[src/rtl/wb_pipe_pkg.sv]
// Shared types and constants for the writeback stage and its load extractor.
package wb_pipe_pkg;
  localparam int XLEN_DEF = 32;
  localparam int RA_DEF   = 5;

  typedef enum logic [1:0] {
    LS_BYTE  = 2'b00,
    LS_HALF  = 2'b01,
    LS_WORD  = 2'b10,
    LS_DWORD = 2'b11
  } load_size_t;

  // Default-width stage entry; parameterised modules declare an equivalent type.
  typedef struct packed {
    logic [XLEN_DEF-1:0] result;
    logic [RA_DEF-1:0]   rd;
    logic                we;
  } wb_entry_t;
endpackage

[src/rtl/wb_pipe_if.sv]
// MEM -> WB request bus with valid/ready handshake.
interface wb_pipe_if #(
  parameter int XLEN = 32,
  parameter int RA_W = 5
);
  localparam int OFS_W = $clog2(XLEN/8);

  logic             mem_valid;
  logic             mem_ready;
  logic [XLEN-1:0]  alu_result;
  logic [XLEN-1:0]  load_word;
  logic [OFS_W-1:0] addr_ofs;
  logic [1:0]       load_size;
  logic             load_unsigned;
  logic [RA_W-1:0]  rd;
  logic             reg_write;
  logic             memtoreg;

  modport master (
    output mem_valid, alu_result, load_word, addr_ofs, load_size,
           load_unsigned, rd, reg_write, memtoreg,
    input  mem_ready
  );

  modport slave (
    input  mem_valid, alu_result, load_word, addr_ofs, load_size,
           load_unsigned, rd, reg_write, memtoreg,
    output mem_ready
  );
endinterface

[src/rtl/wb_pipe_load_extract.sv]
// Sub-word lane select and sign/zero extension of a raw aligned memory word.
module load_extract
  import wb_pipe_pkg::*;
#(
  parameter int XLEN = XLEN_DEF,
  localparam int OFS_W = $clog2(XLEN/8)
) (
  input  logic [XLEN-1:0]  load_word,
  input  logic [OFS_W-1:0] addr_ofs,
  input  logic [1:0]       load_size,
  input  logic             load_unsigned,
  output logic [XLEN-1:0]  out
);
  load_size_t       eff;
  logic [OFS_W-1:0] lane;
  logic [XLEN-1:0]  shifted;
  logic [XLEN-1:0]  mask;
  logic             sbit;

  always_comb begin
    eff = load_size_t'(load_size);
    if (XLEN == 32 && eff == LS_DWORD) eff = LS_WORD;

    case (eff)
      LS_BYTE: lane = addr_ofs;
      LS_HALF: lane = addr_ofs & ~OFS_W'(1);
      LS_WORD: lane = addr_ofs & ~OFS_W'(3);
      default: lane = '0;
    endcase

    shifted = load_word >> {lane, 3'b000};

    // Mask-based extension avoids zero-width replication when the field is XLEN wide.
    case (eff)
      LS_BYTE: begin mask = XLEN'(8'hFF);        sbit = shifted[7];      end
      LS_HALF: begin mask = XLEN'(16'hFFFF);     sbit = shifted[15];     end
      LS_WORD: begin mask = XLEN'(32'hFFFF_FFFF); sbit = shifted[31];    end
      default: begin mask = '1;                  sbit = shifted[XLEN-1]; end
    endcase

    out = (shifted & mask) | ((!load_unsigned && sbit) ? ~mask : '0);
  end
endmodule

[src/rtl/wb_pipe.sv]
// Writeback stage: MEM/WB register, load extension at capture, RF write port, bypass, retire counter.
module wb_pipe
  import wb_pipe_pkg::*;
#(
  parameter int XLEN  = XLEN_DEF,
  parameter int RA_W  = 5,
  parameter int CNT_W = 64
) (
  input  logic             clk,
  input  logic             rst,
  wb_pipe_if.slave         mem,
  input  logic             wb_stall,
  input  logic             flush,
  output logic [XLEN-1:0]  wb_write_data,
  output logic [RA_W-1:0]  wb_write_addr,
  output logic             wb_write_en,
  output logic             fwd_valid,
  output logic [RA_W-1:0]  fwd_rd,
  output logic [XLEN-1:0]  fwd_data,
  output logic [CNT_W-1:0] retire_count
);
  typedef struct packed {
    logic [XLEN-1:0] result;
    logic [RA_W-1:0] rd;
    logic            we;
  } entry_t;

  logic            valid_q;
  entry_t          ent_q;
  entry_t          ent_d;
  logic [XLEN-1:0] ext_load;
  logic            fire;
  logic            accept;
  logic            live;

  load_extract #(.XLEN(XLEN)) u_ext (
    .load_word     (mem.load_word),
    .addr_ofs      (mem.addr_ofs),
    .load_size     (mem.load_size),
    .load_unsigned (mem.load_unsigned),
    .out           (ext_load)
  );

  assign mem.mem_ready = !valid_q || !wb_stall;
  assign fire          = valid_q && !wb_stall;
  assign accept        = mem.mem_valid && mem.mem_ready && !flush;

  always_comb begin
    ent_d        = '0;
    ent_d.result = mem.memtoreg ? ext_load : mem.alu_result;
    ent_d.rd     = mem.rd;
    ent_d.we     = mem.reg_write;
  end

  always_ff @(posedge clk or posedge rst) begin
    if (rst) begin
      valid_q      <= 1'b0;
      ent_q        <= '0;
      retire_count <= '0;
    end else begin
      // Flush only blocks capture; a firing entry still commits.
      if (accept) begin
        valid_q <= 1'b1;
        ent_q   <= ent_d;
      end else if (fire || flush) begin
        valid_q <= 1'b0;
      end
      if (fire) retire_count <= retire_count + 1'b1;
    end
  end

  assign live          = ent_q.we && (ent_q.rd != '0);
  assign wb_write_en   = fire && live;
  assign wb_write_addr = wb_write_en ? ent_q.rd : '0;
  assign wb_write_data = wb_write_en ? ent_q.result : '0;

  assign fwd_valid = valid_q && live;
  assign fwd_rd    = ent_q.rd;
  assign fwd_data  = ent_q.result;
endmodule

[src/flat_wrapper.sv]
// flat-port wrapper written by rule: the top's interface ports become plain ports
module wb_pipe_flat import wb_pipe_pkg::*;
#(
  parameter int XLEN  = XLEN_DEF,
  parameter int RA_W  = 5,
  parameter int CNT_W = 64
)
  (clk, rst, wb_stall, flush, wb_write_data, wb_write_addr, wb_write_en, fwd_valid, fwd_rd, fwd_data, retire_count, mem_mem_valid, mem_alu_result, mem_load_word, mem_addr_ofs, mem_load_size, mem_load_unsigned, mem_rd, mem_reg_write, mem_memtoreg, mem_mem_ready);
  wb_pipe_if #(.XLEN(XLEN), .RA_W(RA_W)) mem_i ();
  input  logic clk;
  input  logic rst;
  input  logic wb_stall;
  input  logic flush;
  output logic [XLEN-1:0] wb_write_data;
  output logic [RA_W-1:0] wb_write_addr;
  output logic wb_write_en;
  output logic fwd_valid;
  output logic [RA_W-1:0] fwd_rd;
  output logic [XLEN-1:0] fwd_data;
  output logic [CNT_W-1:0] retire_count;
  input wire logic [$bits(mem_i.mem_valid)-1:0] mem_mem_valid;
  input wire logic [$bits(mem_i.alu_result)-1:0] mem_alu_result;
  input wire logic [$bits(mem_i.load_word)-1:0] mem_load_word;
  input wire logic [$bits(mem_i.addr_ofs)-1:0] mem_addr_ofs;
  input wire logic [$bits(mem_i.load_size)-1:0] mem_load_size;
  input wire logic [$bits(mem_i.load_unsigned)-1:0] mem_load_unsigned;
  input wire logic [$bits(mem_i.rd)-1:0] mem_rd;
  input wire logic [$bits(mem_i.reg_write)-1:0] mem_reg_write;
  input wire logic [$bits(mem_i.memtoreg)-1:0] mem_memtoreg;
  output wire logic [$bits(mem_i.mem_ready)-1:0] mem_mem_ready;
  assign mem_i.mem_valid = mem_mem_valid;
  assign mem_i.alu_result = mem_alu_result;
  assign mem_i.load_word = mem_load_word;
  assign mem_i.addr_ofs = mem_addr_ofs;
  assign mem_i.load_size = mem_load_size;
  assign mem_i.load_unsigned = mem_load_unsigned;
  assign mem_i.rd = mem_rd;
  assign mem_i.reg_write = mem_reg_write;
  assign mem_i.memtoreg = mem_memtoreg;
  assign mem_mem_ready = mem_i.mem_ready;
  wb_pipe #(.XLEN(XLEN), .RA_W(RA_W), .CNT_W(CNT_W)) u_core (.clk(clk), .rst(rst), .mem(mem_i), .wb_stall(wb_stall), .flush(flush), .wb_write_data(wb_write_data), .wb_write_addr(wb_write_addr), .wb_write_en(wb_write_en), .fwd_valid(fwd_valid), .fwd_rd(fwd_rd), .fwd_data(fwd_data), .retire_count(retire_count));
endmodule
[config.mk]
export PLATFORM = sky130hd
export DESIGN_NAME = wb_pipe_flat
export DESIGN_NICKNAME = d
export VERILOG_FILES = /design/src/rtl/wb_pipe_pkg.sv /design/src/rtl/wb_pipe_if.sv /design/src/rtl/wb_pipe_load_extract.sv /design/src/rtl/wb_pipe.sv /design/src/flat_wrapper.sv
export SDC_FILE = /design/constraint.sdc
export NUM_CORES = 1
export LEC_CHECK = 0
export ABC_AREA = 1
export BUFFER_PORTS_ARGS = -buffer_cell sky130_fd_sc_hd__buf_4
export CAP_MARGIN = 0
export CORE_MARGIN = 1.5
export CORE_UTILIZATION = 50
export CTS_BUF_LIST = sky130_fd_sc_hd__clkbuf_16
export DETAILED_ROUTE_END_ITERATION = 12
export PLACE_DENSITY = 0.75
export RECOVER_POWER = 25
export SLEW_MARGIN = 20
export SYNTH_ARGS = -nofsm -noshare
export SYNTH_HDL_FRONTEND = slang
export SYNTH_SLANG_ARGS = --single-unit
[constraint.sdc]
create_clock -name clk -period 4.8 [get_ports clk]
set_input_delay 0.96 -clock clk [delete_from_list [all_inputs] [get_ports clk]]
set_output_delay 0.96 -clock clk [all_outputs]
set_load 0.005 [all_outputs]
* Word-level counts from Yosys, hierarchy flattened
Cells that the tools add are included.
** Word-level totals
- Bits in registers :: 103
- Input port bits :: 81
- Word-level logic and storage cells :: 38
** Operators by class
- Eq/ne operators :: 2
- $add $sub $neg :: 1
- Reductions and logical operators :: 16
- Shift operators :: 1
- Bitwise operators :: 3
- Mux-type cells :: 10
** Operator list (count)
- $mux 32 :: 3
- $add 64x1->64 const B :: 1
- $pmux 32 s2 :: 1
- $and 32x32->32 :: 1
- $not 32->32 :: 1
- $or 32x32->32 :: 1
- $shr 32x5->32 :: 1
- $logic_and 1x1->1 :: 7
- $mux 5 :: 1
- $reduce_bool 5->1 :: 1
- $logic_not 1->1 :: 4
- $pmux 2 s2 :: 1
- $eq 2x1->1 const B :: 1
- $eq 2x2->1 const B :: 1
- $logic_not 2->1 :: 1
- $logic_or 1x1->1 :: 2
- $mux 1 :: 2
- $mux 2 :: 1
- $pmux 1 s2 :: 1
- $reduce_bool 2->1 :: 1

* Depth between registers and ports, before layout
Gate-level depths: netlist (run 1).
- Depth after elaboration :: 10
- Gate-level depth with buffers :: 12
- Depth with buffers taken out :: 11

* Hierarchy
Synthesis (run 1) repeated with hierarchy kept, for this count alone.
** Unflattened totals
- Cell total of the unflattened synthesis :: 1078
- Area, all modules :: 7263.2 µm²
** Modules (own cells, without submodules)
- wb_pipe :: area each 6516.2 µm², instances 1, cells each 931
- load_extract :: area each 747.0 µm², instances 1, cells each 147

* Worst setup path before layout (run 1)
Ideal clock, no wire load.
- Path kind :: input port to output port
- Start :: input wb_stall
- End :: output wb_write_addr[0]
- Path buffers :: 1
- Path slack :: 1922 ps
- Required time :: 3840 ps
- Stages :: 6
- Arrival time :: 1918 ps
- Cells stage by stage :: inv_1 nand2_2 nor2_1 clkinv_1 clkbuf_1 nor2_1
** Between the ends
- Cells in the longest elaborated chain, start to end :: 4
** RTL lines
- from (decl) :: RTL line flat_wrapper.sv:12 : input logic wb_stall;
- $logic_not 1->1 :: RTL line wb_pipe.sv:45 : assign fire = valid_q && !wb_stall;
- $logic_and 1x1->1 :: RTL line wb_pipe.sv:45
- $logic_and 1x1->1 :: RTL line wb_pipe.sv:73 : assign wb_write_en = fire && live;
- named net wb_write_en :: RTL line flat_wrapper.sv:16 : output logic wb_write_en;
- $mux 5 :: RTL line wb_pipe.sv:74 : assign wb_write_addr = wb_write_en ? ent_q.rd : '0;
- to (decl) :: RTL line flat_wrapper.sv:15 : output logic [RA_W-1:0] wb_write_addr;
The timed path passes the listed nets, and every way through them passes these cells.

* Worst setup path after layout (run 1)
- Start :: input wb_stall
- End :: register u_core.retire_count[28]
** Between the ends
- Cells in the longest elaborated chain, start to end :: 2
** RTL lines
- $logic_not 1->1 :: RTL line wb_pipe.sv:45
- $logic_and 1x1->1 :: RTL line wb_pipe.sv:45
- to (signal assigned) :: RTL line wb_pipe.sv:68 : if (fire) retire_count <= retire_count + 1'b1;
- to (decl) :: RTL line wb_pipe.sv:20 : output logic [CNT_W-1:0] retire_count
Every way passes these cells.
A chain may end at the register's enable or synchronous reset.

==> impl_metrics.yaml, run 1 <==
outcome:
  status: "finished with violations"
  violations: "max-capacitance violations, max-slew violations"
sta:
  fin_setup_tns_ns: 0
  slew_headroom: -0.940
  setup_viol: 0
  fin_crit_ns: 3.62
  drv_slew: 114
  fmax_ghz: 0.276
  final.period_utilization: 0.754
  rsz0062_at_grt: "false"
  tightestPinTransition_ns: 2.91
  final_hold_viol_count: 0
  fin_skew_ns: 0.0165
  finalWorstSetupSlack_ns: 1.18
clock_tree:
  clockBufferDepth: 2
  cts_made_buffers: 9
  h-tree-depth: 3
  clk_pin_slew_ns: 0.08
  clk_latency_ns: 0.36
  ctsHoldBuffers: 0
  clock-sinks: 103
  cts_root_buffer: "clkbuf_16"
  cts_tree: "built"
  postCtsSetupBuffers: 0
  post_cts_resize_count: 0
critical_path:
  crit_chain: "clkbuf_4 > inv_1 > nand2_1 > clkbuf_1 > inv_2 > buf_4 > nand2_1 > o21ai_0"
  cp.depth: 8
  crit_path_start: "wb_stall"
  critPathCapture: "u_core.retire_count[28]"
  cp.arrival_ns: 3.85
  endpoint_kind: "flip-flop"
  crit_type: "primary input to flip-flop"
  max_stage_delay_ns: 1.30
  ff2ff_path_depth: 6
  cp_num_buf_inv: 5
  reg2reg_slack_ns: 1.45
  crit_slowest_cell: "clkbuf_1"
  reg2reg_from: "u_core.valid_q"
  crit_fanout: 38
  cp.required_ns: 5.03
  crit_family: "buffers and inverters"
  crit_path_start_kind: "primary input"
  r2r_end: "u_core.retire_count[28]"
  crit_top_cell: "nand2_1"
floorplan:
  core-area_um2: 14500
  die_w_um: 125
  start_util: 0.511
  die_area_um2: 15500
  num_rows: 44
  die_h_um: 125
  io_pins: 222
synth:
  synth_edf_count: 0
  synth.avg_cell_area_um2: 6.13
  syn_nets: 1289
  yosysWarnings: 0
  ys_top_cells_by_count: "432 x nand2_1, 245 x nor2_1, 133 x inv_1, 103 x dfrtp_1, 74 x o21ai_0"
  synth-main-ff-cell: "dfrtp_1"
  async_reset_ff_frac: 1.00
  ys_seq_area_frac: 0.349
  ys_seq_elements: 103
  ys_top_cells_by_area: "dfrtp_1 35%, nand2_1 22%, nor2_1 12%, inv_1 6.8%, o21ai_0 5.0%"
  synth_top_cell_area_share: 0.349
  yosysMostFrequentCell: "nand2_1"
  syn_area_um2: 7390
  synthCells: 1207
  post_synth_num_cell_types: 30
  yosysTopAreaCell: "dfrtp_1"
drt:
  avgRoutedWirePerCell_um: 15.1
  firstDrtPassIters: 5
  num_vias: 7814
  avgViaCountPerCell: 5.01
  ant_nets: 0
  routed_wl_um: 23500
  first_iter_violations: 517
  drc: 0
global_route:
  grt_first_pass_wirelength_um: 37200
  grt_overflow_total: 0
  grt_max_degree: 77
  antenna_found_initial: 0
  grt.total_usage: 0.301
  grt_pass1_vias: 7250
placed_design:
  portBuffers: 221
  gp_congestion: 0.938
  dp_hpwl_um: 18500
  pre_cts_ws_ns: 1.18
job:
  drv_cap: 2
layout:
  syn2layout_area_growth_pct: 24.3
  utilization: 0.635
  final_nets: 1452
  antenna_cells: 0
  fill_cells: 1431
  final_layout_size_suffix_gt1_frac: 0.191
power:
  ir_worst_vdd_uv: 163
  power_leakage_nw: 4.84
  power_density_nw_per_um2: 268
hold_path:
  hold_path_depth: 2
  hp-class: "flip-flop to flip-flop"
[layout make-up]
class / count / area, um2 / area share
clock buffers: 9 / 225 / 0.0245
clock inverters: 7 / 105 / 0.0114
inverters: 136 / 510 / 0.0556
multi-input cells: 894 / 3850 / 0.419
flip-flops and latches: 103 / 2580 / 0.281
well taps: 184 / 230 / 0.0251
repair buffers: 226 / 1690 / 0.184
[where the power goes]
group	switching (mW)	leakage (nW)	internal, mW
registers	0.119	1.33	0.967
logic	0.300	3.35	0.274
clock network	0.384	0.152	0.422
[worst reg2reg max path, delay by kind of cell, from the launching register on]
kind / cells / cell delay (ns)
AND/OR/NAND/NOR: 2 / 0.20
buffers and inverters: 3 / 2.49
AO/OA/AOI/OAI: 1 / 0.09
flip-flops: 1 / 0.42
[cell families after synthesis]
group	count (synthesis)	synth area share
AO/OA/AOI/OAI	119	0.0861
adder cells (fa/ha/maj)	1	0.00169
buffers and inverters	210	0.130
flip-flops	103	0.349
XOR/XNOR	32	0.0379
AND/OR/NAND/NOR	742	0.395
[sequential cells by signal, summed over array words and instances (netlist names)]
name                 flops
u_core.retire_count     64
u_core.fwd_data         32
u_core.fwd_rd            5
u_core.ent_q             1
u_core.valid_q           1
[per-stage QoR]
step	power, mW	std cells	hold WS [ns]	area, um2
floorplan	1.43	1207	0.464	7390
global placement	1.66	1543	0.497	8870
detailed placement	1.68	1543	0.500	8870
CTS	2.48	1559	0.523	9200
global route	2.59	1559	0.557	9190
finish	2.47	1559	0.519	9190
[worst min path at each step]
| stage | startpoint | to |
|---|---|---|
| finish | u_core.fwd_data[11] | u_core.fwd_data[11] |
| global route | u_core.fwd_data[25] | u_core.fwd_data[25] |
| CTS | u_core.fwd_data[11] | u_core.fwd_data[11] |
| detailed placement | u_core.fwd_data[28] | u_core.fwd_data[28] |
| global placement | u_core.fwd_data[28] | u_core.fwd_data[28] |
| floorplan | u_core.ent_q[0] | u_core.ent_q[0] |
[per-layer routing]
layer	vias to the layer above	routed length [um]	global-route usage
li1	3971	-	-
met1	3512	10100	0.388
met2	276	11100	0.495
met3	55	1450	0.0588
met4	0	861	0.128
met5	-	0	0
[placed cells by master, fill, tap and decap left out, types with 3 or more instances in the layout]
cell type,netlist,routed
buf_4,38,222
nand3_1,36,36
clkinv_8,0,3
xnor2_1,9,9
nor2_1,245,245
o22ai_1,5,5
xor2_1,23,23
inv_1,133,133
o211ai_1,10,10
nor2_2,4,4
clkbuf_16,0,9
a22oi_1,3,3
nand2_2,14,13
nand4_1,5,5
nand2_1,432,433
dfrtp_1,103,103
a21oi_1,23,23
o21ai_1,3,3
o21ai_0,74,74
Power figures use the tool's default switching activity.
==> run 2, diff against run 1 <==
==> constraint.sdc (replaced) <==
create_clock -name clk -period 3.35 [get_ports clk]
set_input_delay 0.67 -clock clk [delete_from_list [all_inputs] [get_ports clk]]
set_output_delay 0.67 -clock clk [all_outputs]
set_load 0.005 [all_outputs]
==> run 2 against run 1 <==
  * The flow now finishes without violations
  * Sequential power up 42%
  * Non-clock buffer count is 1 higher
  * Die area is the same
  * Critical path depth is the same
  * Sequential cell count stayed put
  * Clock skew shrank 0.011 ns
  * Setup slack got worse by 0.31 ns
  * Power rose by 39%
  * Global-route usage is 0.26 points lower
==> impl_metrics.yaml, run 2 (same netlist as run 1, synthesis figures left out) <==
floorplan:
  start_util: 0.511
  die_area_um2: 15500
  core-area_um2: 14500
  die_h_um: 125
  num_rows: 44
  io_pins: 222
  die_w_um: 125
critical_path:
  reg2reg_from: "u_core.retire_count[0]"
  crit_chain: "nor3_1 > nand3_1 > nand2_1 > nor2_1 > clkinv_1 > buf_4 > nor2_1 > buf_4"
  cp.required_ns: 2.68
  cp_num_buf_inv: 3
  crit_path_start_kind: "flip-flop"
  crit_type: "flip-flop to output pin"
  crit_family: "simple AND/OR/NAND/NOR gates"
  ff2ff_path_depth: 10
  crit_slowest_cell: "dfrtp_1"
  crit_fanout: 35
  crit_path_start: "u_core.fwd_rd[3]"
  critPathCapture: "wb_write_data[23]"
  cp.arrival_ns: 1.81
  endpoint_kind: "output pin"
  r2r_end: "u_core.retire_count[60]"
  max_stage_delay_ns: 0.41
  reg2reg_slack_ns: 1.10
  cp.depth: 8
global_route:
  antenna_found_initial: 0
  grt.total_usage: 0.298
  grt_max_degree: 104
  grt_overflow_total: 0
  grt_pass1_vias: 7197
  grt_first_pass_wirelength_um: 37100
layout:
  seqCellArea_um2: 2580
  top_register: "u_core.retire_count"
  final_nets: 1453
  final_common_cell: "nand2_1"
  final_cell_mix: "432 x nand2_1, 245 x nor2_1, 225 x buf_4, 132 x inv_1, 103 x dfrtp_1"
  multi_input_area_um2: 3850
  antenna_cells: 0
  largest_register_ffs: 64
  final_layout_size_suffix_gt1_frac: 0.195
  utilization: 0.634
  fill_cells: 1435
  syn2layout_area_growth_pct: 24.1
drt:
  drc: 0
  firstDrtPassIters: 5
  first_iter_violations: 428
  num_vias: 7870
  ant_nets: 0
  avgRoutedWirePerCell_um: 14.8
  avgViaCountPerCell: 5.04
  routed_wl_um: 23100
sta:
  rsz0062_at_grt: "false"
  fin_hold_ws_ns: 0.474
  slew_headroom: 0.513
  fmax_ghz: 0.403
  drv_slew: 0
  final_hold_viol_count: 0
  fin_crit_ns: 2.48
  tightestPinTransition_ns: 0.729
  fin_setup_tns_ns: 0
  final.period_utilization: 0.740
  fin_skew_ns: 0.00553
  setup_viol: 0
clock_tree:
  cts_made_buffers: 9
  postCtsSetupBuffers: 0
  post_cts_resize_count: 0
  clockBufferDepth: 2
  clock-sinks: 103
  cts_root_buffer: "clkbuf_16"
  clk_pin_slew_ns: 0.08
  cts_tree: "built"
  clk_latency_ns: 0.36
  h-tree-depth: 3
  ctsHoldBuffers: 0
power:
  power_density_nw_per_um2: 374
  ir_worst_vdd_uv: 232
  power_leakage_nw: 4.84
placed_design:
  gp_congestion: 0.945
  portBuffers: 221
  dp_hpwl_um: 18200
outcome:
  status: "complete, no violations"
job:
  drv_cap: 0
hold_path:
  hp-class: "primary input to flip-flop"
-- run 2: worst min-delay path by stage --
stage	endpoint	slack, ns	startpoint	cells after the start
after floorplan	u_core.ent_q[0]	0.46	u_core.ent_q[0]	2
after global placement	u_core.fwd_data[11]	0.50	u_core.fwd_data[11]	2
after detailed placement	u_core.fwd_data[26]	0.50	u_core.fwd_data[26]	2
after CTS	u_core.valid_q	0.46	flush	2
after global routing	u_core.valid_q	0.47	flush	2
final	u_core.valid_q	0.47	flush	2
-- run 2: stage by stage --
step	setup slack [ns]	cells	total power, mW	instance area, um2
finish	0.869	1560	3.43	9180
global route	0.722	1560	3.62	9180
CTS	0.869	1560	3.45	9180
detailed placement	0.935	1544	2.40	8890
global placement	0.983	1544	2.39	8890
floorplan	1.05	1207	2.04	7400
-- run 2: area by class of cell --
class / instances / area share
multi-input combinational: 894 / 0.420
sequential: 103 / 0.281
timing repair buffer: 227 / 0.187
inverter: 136 / 0.0558
tap: 184 / 0.0251
clock buffer: 9 / 0.0245
clock inverter: 7 / 0.00695
-- run 2: report_power, final --
group	leakage [nW]	internal (mW)	switching (mW)
clock network	0.143	0.523	0.531
logic	3.37	0.395	0.428
registers	1.33	1.39	0.168
total	4.84	2.30	1.13
-- run 2: worst reg2reg max path, delay by kind of cell, from the launching register on --
family	cells	cell delay, ns
adder cells (fa/ha/maj)	1	0.24
AO/OA/AOI/OAI	1	0.21
buffers and inverters	2	0.24
flip-flops	1	0.47
AND/OR/NAND/NOR	6	0.99
-- run 2: layer usage --
| layer | vias to the layer above | track usage | part of all wire | wire [um] |
|---|---|---|---|---|
| met4 | 0 | 0.100 | 0.027 | 628 |
| met5 | - | 0 | 0 | 0 |
| met3 | 46 | 0.0395 | 0.054 | 1260 |
| met2 | 258 | 0.499 | 0.48 | 11100 |
| li1 | 3972 | - | - | - |
| met1 | 3594 | 0.400 | 0.44 | 10100 |
==> run 3, diff against run 2 <==
--- a/config.mk
+++ b/config.mk
@@ -9,7 +9,7 @@
 export BUFFER_PORTS_ARGS = -buffer_cell sky130_fd_sc_hd__buf_4
 export CAP_MARGIN = 0
 export CORE_MARGIN = 1.5
-export CORE_UTILIZATION = 50
+export CORE_UTILIZATION = 48
 export CTS_BUF_LIST = sky130_fd_sc_hd__clkbuf_16
 export DETAILED_ROUTE_END_ITERATION = 12
 export PLACE_DENSITY = 0.75
==> constraint.sdc (replaced) <==
create_clock -name clk -period 2.2 [get_ports clk]
set_input_delay 0.44 -clock clk [delete_from_list [all_inputs] [get_ports clk]]
set_output_delay 0.44 -clock clk [all_outputs]
set_load 0.005 [all_outputs]
==> run 3 against run 2 <==
  * Setup slack worse by 0.89 ns
  * Critical endpoint is now wb_write_data[21]
  * Die area grew 4.1%
  * Power grew 54%
  * First-iteration DRC count is 26% higher
  * Clock power is 49% higher
  * The run now ends with negative setup slack left
  * Clock skew up 0.0074 ns
  * Critical path depth is the same
==> impl_metrics.yaml, run 3 (same netlist as run 1, synthesis figures left out) <==
outcome:
  status: "finished with violations"
  violations: "negative setup slack"
placed_design:
  portBuffers: 221
  dp_hpwl_um: 18400
  gp_congestion: 0.944
layout:
  antenna_cells: 0
  final_nets: 1470
  final_layout_size_suffix_gt1_frac: 0.208
  final_common_cell: "nand2_1"
  top_register: "u_core.retire_count"
  final_cell_mix: "431 x nand2_1, 240 x nor2_1, 238 x buf_4, 133 x inv_1, 103 x dfrtp_1"
  syn2layout_area_growth_pct: 26.3
  largest_register_ffs: 64
  utilization: 0.617
sta:
  finalWorstSetupSlack_ns: -0.0231
  fin_hold_ws_ns: 0.236
  setup_viol: 17
  fin_skew_ns: 0.0130
  slew_headroom: 0.375
  tightestPinTransition_ns: 0.933
  rsz0062_at_grt: "true"
  fmax_ghz: 0.450
  final.period_utilization: 1.01
  final_hold_viol_count: 0
  fin_crit_ns: 2.22
  drv_slew: 0
critical_path:
  crit_fanout: 17
  cp.required_ns: 1.76
  endpoint_kind: "output pin"
  cp_num_buf_inv: 3
  max_stage_delay_ns: 0.40
  crit_slowest_cell: "dfrtp_1"
  crit_chain: "nor3_2 > nand3_1 > nand2_2 > nor2_4 > clkinvlp_4 > clkbuf_16 > nor2_1 > buf_4"
  cp.arrival_ns: 1.78
  crit_family: "simple AND/OR/NAND/NOR gates"
  crit_path_start_kind: "flip-flop"
  crit_type: "flip-flop to output pin"
floorplan:
  die_area_um2: 16200
  die_h_um: 127
  num_rows: 45
  start_util: 0.488
  die_w_um: 127
  io_pins: 222
  core-area_um2: 15100
job:
  drv_cap: 0
drt:
  num_vias: 7912
  firstDrtPassIters: 5
  ant_nets: 0
  first_iter_violations: 540
  drc: 0
  avgViaCountPerCell: 5.01
  avgRoutedWirePerCell_um: 14.8
  routed_wl_um: 23400
clock_tree:
  clk_pin_slew_ns: 0.07
  cts_made_buffers: 9
  clk_latency_ns: 0.36
  h-tree-depth: 3
  clockBufferDepth: 2
  cts_root_buffer: "clkbuf_16"
  cts_tree: "built"
  clock-sinks: 103
global_route:
  grt_first_pass_wirelength_um: 35800
  grt.total_usage: 0.282
  antenna_found_initial: 0
  grt_max_degree: 58
  grt_overflow_total: 0
  grt_pass1_vias: 7072
power:
  power_leakage_nw: 4.94
  ir_worst_vdd_uv: 368
  power_density_nw_per_um2: 564
hold_path:
  hp-class: "primary input to async pin"
## run 3: cell types whose count changed in the layout (fill, tap and decap cells not counted), moves of 2 or more
cell	change
buf_4	+13
nor2_1	-5
nor2_2	+4
clkbuf_2	+3
inv_6	-3
clkinv_4	-2
## run 3: routing by layer
metal | wire, um | vias up | GRT usage
li1 | - | 4014 | -
met5 | 0 | - | 0
met4 | 535 | 0 | 0.0722
met1 | 10200 | 3592 | 0.363
met3 | 1500 | 40 | 0.0645
met2 | 11200 | 266 | 0.482
## run 3: final timing paths
path                                          from                       to  slack [ns]  depth (start not counted)
max                               u_core.fwd_rd[3]        wb_write_data[21]       -0.02                          8
max in group asynchronous                      rst   u_core.retire_count[3]        0.76                          3
max reg2reg                 u_core.retire_count[1]  u_core.retire_count[48]        0.22                         10
min reg2reg                u_core.retire_count[15]  u_core.retire_count[15]        0.52                          1
min                                            rst      u_core.fwd_data[25]        0.24                          2
min in group clk                             flush           u_core.valid_q        0.24                          2
## run 3: timing repair
action	CTS	global route
endpoints found under the setup margin	35	36
endpoints found under the hold margin	0	0
gates resized for setup	2	11
gates cloned	0	1
hold buffers	0	0
setup buffers	0	8
## run 3: cell type report
cell class                      instances  area (um2)
Clock buffer                            9         225
Fill cell                            1471        5800
Timing Repair Buffer                  244        1850
Tap cell                              188         235
Inverter                              136         515
Clock inverter                          6        55.1
Multi-Input combinational cell        894        3880
Sequential cell                       103        2580
## run 3: where the power goes
part | internal (mW) | switching, mW
clock network | 0.864 | 0.699
logic | 0.647 | 0.693
registers | 2.11 | 0.257
## run 3: through the flow
stage	setup WS [ns]	cell area (um2)	TNS (ns)	power, mW	instances
finish	-0.0231	9340	-0.136	5.27	1580
global route	-0.0959	9340	-2.50	5.55	1580
CTS	0.0304	9270	0	5.27	1571
detailed placement	0.174	8980	0	3.70	1556
global placement	0.221	8980	0	3.67	1556
floorplan	0.362	7400	0	3.11	1207
